## src/rtl/bistable_ring_ctrl.sv

```systemverilog
// Evaluation controller for a 32-stage bistable ring PUF: resets the ring, lets it
// settle, samples its synchronized response and majority-votes NUM_EVALS evaluations.
module bistable_ring_ctrl #(
    parameter int unsigned RESET_CYCLES  = 8,
    parameter int unsigned SETTLE_CYCLES = 64,
    parameter int unsigned NUM_EVALS     = 7
) (
    input  logic        clk,
    input  logic        reset_n,
    input  logic        start,
    input  logic [31:0] challenge_in,
    input  logic        ring_rsp,
    output logic [31:0] ring_challenge,
    output logic        ring_reset,
    output logic        busy,
    output logic        done,
    output logic        response,
    output logic [3:0]  ones_count
);

    localparam int unsigned PHASE_W = 16;
    localparam int unsigned CNT_W   = 4;
    localparam int unsigned CHAL_W  = 32;

    typedef enum logic [1:0] {
        IDLE   = 2'd0,
        RESET  = 2'd1,
        SETTLE = 2'd2,
        SAMPLE = 2'd3
    } state_e;

    state_e              state_q, state_d;
    logic [PHASE_W-1:0]  phase_q, phase_d;
    logic [CNT_W-1:0]    eval_q, eval_d;
    logic [CNT_W-1:0]    acc_q, acc_d;
    logic [CNT_W-1:0]    cnt_q, cnt_d;
    logic [CHAL_W-1:0]   chal_q, chal_d;
    logic                rr_q, rr_d;
    logic                busy_q, busy_d;
    logic                done_q, done_d;
    logic                resp_q, resp_d;
    logic [1:0]          sync_q;

    logic                rsp_sync;
    logic                last_eval;
    logic [CNT_W-1:0]    acc_sum;

    assign rsp_sync  = sync_q[1];
    assign last_eval = (eval_q == CNT_W'(NUM_EVALS - 1));
    assign acc_sum   = acc_q + CNT_W'(rsp_sync);

    // Two-flop synchronizer; ring_rsp is asynchronous to clk
    always_ff @(posedge clk or negedge reset_n) begin
        if (!reset_n) begin
            sync_q <= 2'b00;
        end else begin
            sync_q <= {sync_q[0], ring_rsp};
        end
    end

    // State register
    always_ff @(posedge clk or negedge reset_n) begin
        if (!reset_n) begin
            state_q <= IDLE;
        end else begin
            state_q <= state_d;
        end
    end

    // Next-state logic
    always_comb begin
        state_d = state_q;
        case (state_q)
            IDLE:    if (start) state_d = RESET;
            RESET:   if (phase_q == '0) state_d = SETTLE;
            SETTLE:  if (phase_q == '0) state_d = SAMPLE;
            SAMPLE:  state_d = last_eval ? IDLE : RESET;
            default: state_d = IDLE;
        endcase
    end

    // Datapath and registered-output next values
    always_comb begin
        phase_d = phase_q;
        eval_d  = eval_q;
        acc_d   = acc_q;
        cnt_d   = cnt_q;
        chal_d  = chal_q;
        resp_d  = resp_q;
        done_d  = 1'b0;
        rr_d    = (state_d == IDLE) || (state_d == RESET);
        busy_d  = (state_d != IDLE);

        if (state_q != IDLE) begin
            phase_d = phase_q - PHASE_W'(1);
        end
        // Phase counter reloads on every state entry
        if (state_d != state_q) begin
            phase_d = (state_d == SETTLE) ? PHASE_W'(SETTLE_CYCLES - 1)
                                          : PHASE_W'(RESET_CYCLES - 1);
        end

        case (state_q)
            IDLE: begin
                if (start) begin
                    chal_d = challenge_in;
                    eval_d = '0;
                    acc_d  = '0;
                end
            end
            SAMPLE: begin
                acc_d = acc_sum;
                if (last_eval) begin
                    done_d = 1'b1;
                    cnt_d  = acc_sum;
                    resp_d = (acc_sum > CNT_W'(NUM_EVALS / 2));
                end else begin
                    eval_d = eval_q + CNT_W'(1);
                end
            end
            default: ;
        endcase
    end

    // Datapath and output registers
    always_ff @(posedge clk or negedge reset_n) begin
        if (!reset_n) begin
            phase_q <= '0;
            eval_q  <= '0;
            acc_q   <= '0;
            cnt_q   <= '0;
            chal_q  <= '0;
            rr_q    <= 1'b1;
            busy_q  <= 1'b0;
            done_q  <= 1'b0;
            resp_q  <= 1'b0;
        end else begin
            phase_q <= phase_d;
            eval_q  <= eval_d;
            acc_q   <= acc_d;
            cnt_q   <= cnt_d;
            chal_q  <= chal_d;
            rr_q    <= rr_d;
            busy_q  <= busy_d;
            done_q  <= done_d;
            resp_q  <= resp_d;
        end
    end

    assign ring_challenge = chal_q;
    assign ring_reset     = rr_q;
    assign busy           = busy_q;
    assign done           = done_q;
    assign response       = resp_q;
    assign ones_count     = cnt_q;

endmodule

```

## config.mk

```make
export PLATFORM = sky130hd
export DESIGN_NAME = bistable_ring_ctrl
export DESIGN_NICKNAME = d
export VERILOG_FILES = /design/src/rtl/bistable_ring_ctrl.sv
export SDC_FILE = /design/constraint.sdc
export NUM_CORES = 1
export LEC_CHECK = 0
export BUFFER_PORTS_ARGS = -buffer_cell sky130_fd_sc_hd__buf_2
export CORE_MARGIN = 8
export CORE_UTILIZATION = 30
export DETAILED_ROUTE_END_ITERATION = 7
export SYNTH_ARGS = -nofsm -noshare
export SYNTH_HDL_FRONTEND = slang
export SYNTH_SLANG_ARGS = --single-unit
```

## constraint.sdc

```tcl
create_clock -name clk -period 3.65 [get_ports clk]
set_input_delay 0 -clock clk [delete_from_list [all_inputs] [get_ports clk]]
set_output_delay 0 -clock clk [all_outputs]
set_load 0.01 [all_outputs]
```

==> run summary <==
The count of unresolved DRC violations after routing came out at 0. The worst setup skew after layout is 0.00669 ns. The first-pass GRT wire length is between 10,000 and 15,000 um.

The initial core utilization is between 30% and 40%. Post-CTS repair changed the size of 0 cells. The startpoint identified for the worst register-to-register timing path is state_q[0]$_DFF_PN0_. The die width is about 120 um. The number of search-and-repair iterations in the first detailed-routing pass is 6. STA classifies the critical path startpoint as a register. The number of antenna violations at the first check in global routing is 0.

The proportion of register bits with asynchronous set or reset after synthesis is 100%. The I/O pin count came out at 76. Data arrives at the worst endpoint at around 2.4 ns. Summed over all failing endpoints, the final setup total negative slack is 0 ns. Yosys attributes the largest share of cell area to sky130_fd_sc_hd__dfrtp_1 (56%), sky130_fd_sc_hd__mux2_2 (13%), sky130_fd_sc_hd__a21oi_1 (3.2%). The DRC violation total after the first TritonRoute iteration came out at 84. The dominant synthesized flop cell is sky130_fd_sc_hd__dfrtp_1. In this run, post-CTS hold repair placed 35 buffers.

In the synthesized netlist, the cells that appear most often are sky130_fd_sc_hd__dfrtp_1 (67), sky130_fd_sc_hd__mux2_2 (34), sky130_fd_sc_hd__nor2_1 (21). TritonCTS built the clock tree. The largest total area in the synthesized netlist belongs to sky130_fd_sc_hd__dfrtp_1. The kind of path behind the tightest hold check is primary input to register.

The flow ran to the end, and the final reports show no timing, DRC or antenna violations. The number of global-route vias before repair came to 2,417. The final cell count without fillers came out at ~490. The layout-stage area growth over the synthesis result came out at 36.0%. The area of the die is ~0.013 mm2.

The met2 layer wire length in the routed design is around 3500 um. The number of flops mapped to enable cells by yosys is 0. The all-layer global routing usage came out at between 10% and 20%. The total clock buffers created by CTS is 9. The net count of the mapped netlist is about 280. The number of vias in the routed layout came out at about 2,300. The layout net count came out at ~400.

For this design, the sink count on the clock tree is 68. Counting the fill cells in the layout gives about 940. In this run, placement finished with an instance count of 442. The count of cells along the worst register-to-register path is 4. The worst hold path begins at ring_rsp. The worst path in the final design needs a cycle of between 2 and 2.5 ns, including I/O delays and setup. The critical path data required time is 3.87 ns.

No sink is reached through more buffers than the 2 on the longest clock path. The tool flagged a number of max-cap violations equal to 0. The post-route clock period utilization is between 50% and 60%. The most critical setup path has its startpoint at state_q[0]$_DFF_PN0_. The die span in y came out at around 120 um. Timing would allow up to 458 MHz. The slew at the pin closest to its max-slew limit is roughly 1.1 ns. The total leakage power is ~1.9 nW. The area of the core came out at a little under 0.01 mm2. In the final layout, the share of cells above drive strength 1 is 38.7%. The synthesized design devotes to its leading area cell type a little under three fifths of total area. Setup repair after global routing left no endpoint under its margin. The clock tree synthesis step divided the H-tree into 3 levels. Entering global routing, the biggest net connects approximately 50 pins. The remaining number of nets flagged by the antenna check after routing is 0.

In this run the critical register-to-register path is captured at ring_challenge[31]$_DFFE_PN0P_. The combined area of all synthesized cells came out at 0.00301 mm2. The routed wire length came out at 7050 um. The wire length on met1 came out at between 2000 and 3000 um. The max-slew violation total from the final report is 0.

The setup path with the least slack is of type register to register. In this run the post-CTS setup repair buffer count came out at 0. At the end of routability-driven placement, the weighted congestion stood at roughly 0.73. The quantity of I/O buffers inserted on ports came out at between 70 and 80. CTS placed an instance of sky130_fd_sc_hd__clkbuf_8 at the clock tree root. The sequential area share after synthesis is 56.7%.

The floorplan has 36 rows. In the detailed route, the total length drawn on met3 is just under 500 um. The half-perimeter wire length of the detailed placement result came out at about 4700 um. The final-report setup violation count came out at 0. Along the worst path, the maximum fanout reaches 33. Synthesis handed over a netlist of 241 instances. The largest voltage drop on the vdd net came out at 199 uV.

Global routing finished with a remaining overflow of 0. STA classifies the critical path endpoint as a register. At the later pin of the worst-skew pair, clock insertion delay measures between 0.3 and 0.4 ns. The most common cell in the synthesized netlist is sky130_fd_sc_hd__dfrtp_1. Clock-pin slew was measured on the worst setup and hold paths at 0.08 ns. The worst hold-check slack is 0.309 ns. In the routed layout, each cell is associated on average with a via count of between 4 and 5. In this run the register-to-register setup slack is 1.47 ns. A synthesized cell averages ~12 um2.

The relative max-transition margin is between 20% and 30%. In this run the worst setup path terminates at ring_challenge[31]$_DFFE_PN0P_. The routed length per instance is around 14 um. The distinct cell type count after synthesis came out at 46. The number of synthesis warnings is 0.

The antenna cell count came out at 0. The highest metal layer carrying signal wires in the routed design is met4. The final number of hold-violating endpoints came out at 0. The total power per unit cell area is around 440 mW/mm2. The number of storage elements in the synthesis netlist is roughly 70. The number of instances on the worst hold path came out at 2.
==> power breakdown <==
part	switching, mW	leakage (nW)	internal (mW)
Combinational	0.0963	0.918	0.122
Clock	0.288	0.105	0.382
Sequential	0.0912	0.852	0.824
==> worst min path at each step <==
stage	endpoint	slack, ns
finish	sync_q[0]$_DFF_PN0_	0.31
detailed placement	sync_q[0]$_DFF_PN0_	0.11
CTS	sync_q[0]$_DFF_PN0_	0.28
floorplan	acc_q[0]$_DFFE_PN0P_	-0.30
global route	sync_q[0]$_DFF_PN0_	0.29
global placement	sync_q[0]$_DFF_PN0_	0.11
==> stage by stage <==
stage	instance area [um2]	util, %	setup slack, ns	total power [mW]
floorplan	3010	-	1.84	1.03
global route	4090	42.0	1.26	1.91
detailed placement	3520	36.2	1.47	1.12
global placement	3520	36.2	1.49	1.12
CTS	4090	42.0	1.47	1.83
finish	4090	42.0	1.47	1.80
==> cell usage in the layout (no fill, tap or decap), drive strengths merged, types with 4 or more instances in the layout <==
cell type	netlist	final
nor4	4	4
ha	5	5
o22ai	5	5
nor2	21	21
nand2	5	5
mux2	34	34
buf	6	77
nand4	5	5
dfrtp	67	67
dlygate4sd3	0	35
xnor2	6	6
inv	4	4
o21ai	4	4
xor2	5	5
a21oi	21	21
clkbuf	3	9
==> worst max-delay path, cell delays in order, from the launching register on <==
cell and delay (ns):
sky130_fd_sc_hd__dfrtp_1 0.64, sky130_fd_sc_hd__or2_2 0.52, sky130_fd_sc_hd__nor2_2 0.11, sky130_fd_sc_hd__buf_4 0.38
sky130_fd_sc_hd__mux2_2 0.40
==> layout make-up <==
| type | count | area, um2 | area share [%] |
|---|---|---|---|
| multi-input combinational | 160 | 1250 | 30.5 |
| clock buffer | 9 | 124 | 3.03 |
| clock inverter | 6 | 90.1 | 2.20 |
| inverter | 4 | 15.0 | 0.367 |
| timing repair buffer | 112 | 741 | 18.1 |
| sequential | 68 | 1700 | 41.7 |
| tap | 133 | 166 | 4.07 |
==> per-layer routing <==
metal  up-vias  global-route usage (%)
met5         -                       0
met4         0                    3.46
met3         7                    4.71
met2        53                    17.8
met1      1125                    12.9
li1       1111                       -
==> cell families after synthesis <==
group	after synthesis	synth area share (%)
multiplexers	34	12.7
AO/OA/AOI/OAI	50	10.8
adder cells (fa/ha/maj)	5	2.08
buffers and inverters	13	1.87
AND/OR/NAND/NOR	60	12.6
flip-flops	68	56.7
XOR/XNOR	11	3.21
==> registers in the layout, summed over array words and instances (netlist names) <==
signal and count:
busy 1, phase_q 16, state_q 2, acc_q 4
ring_reset 1, ring_challenge 32, response 1, sync_q 2
done 1, ones_count 4, eval_q 4
Power figures use the tool's default switching activity.
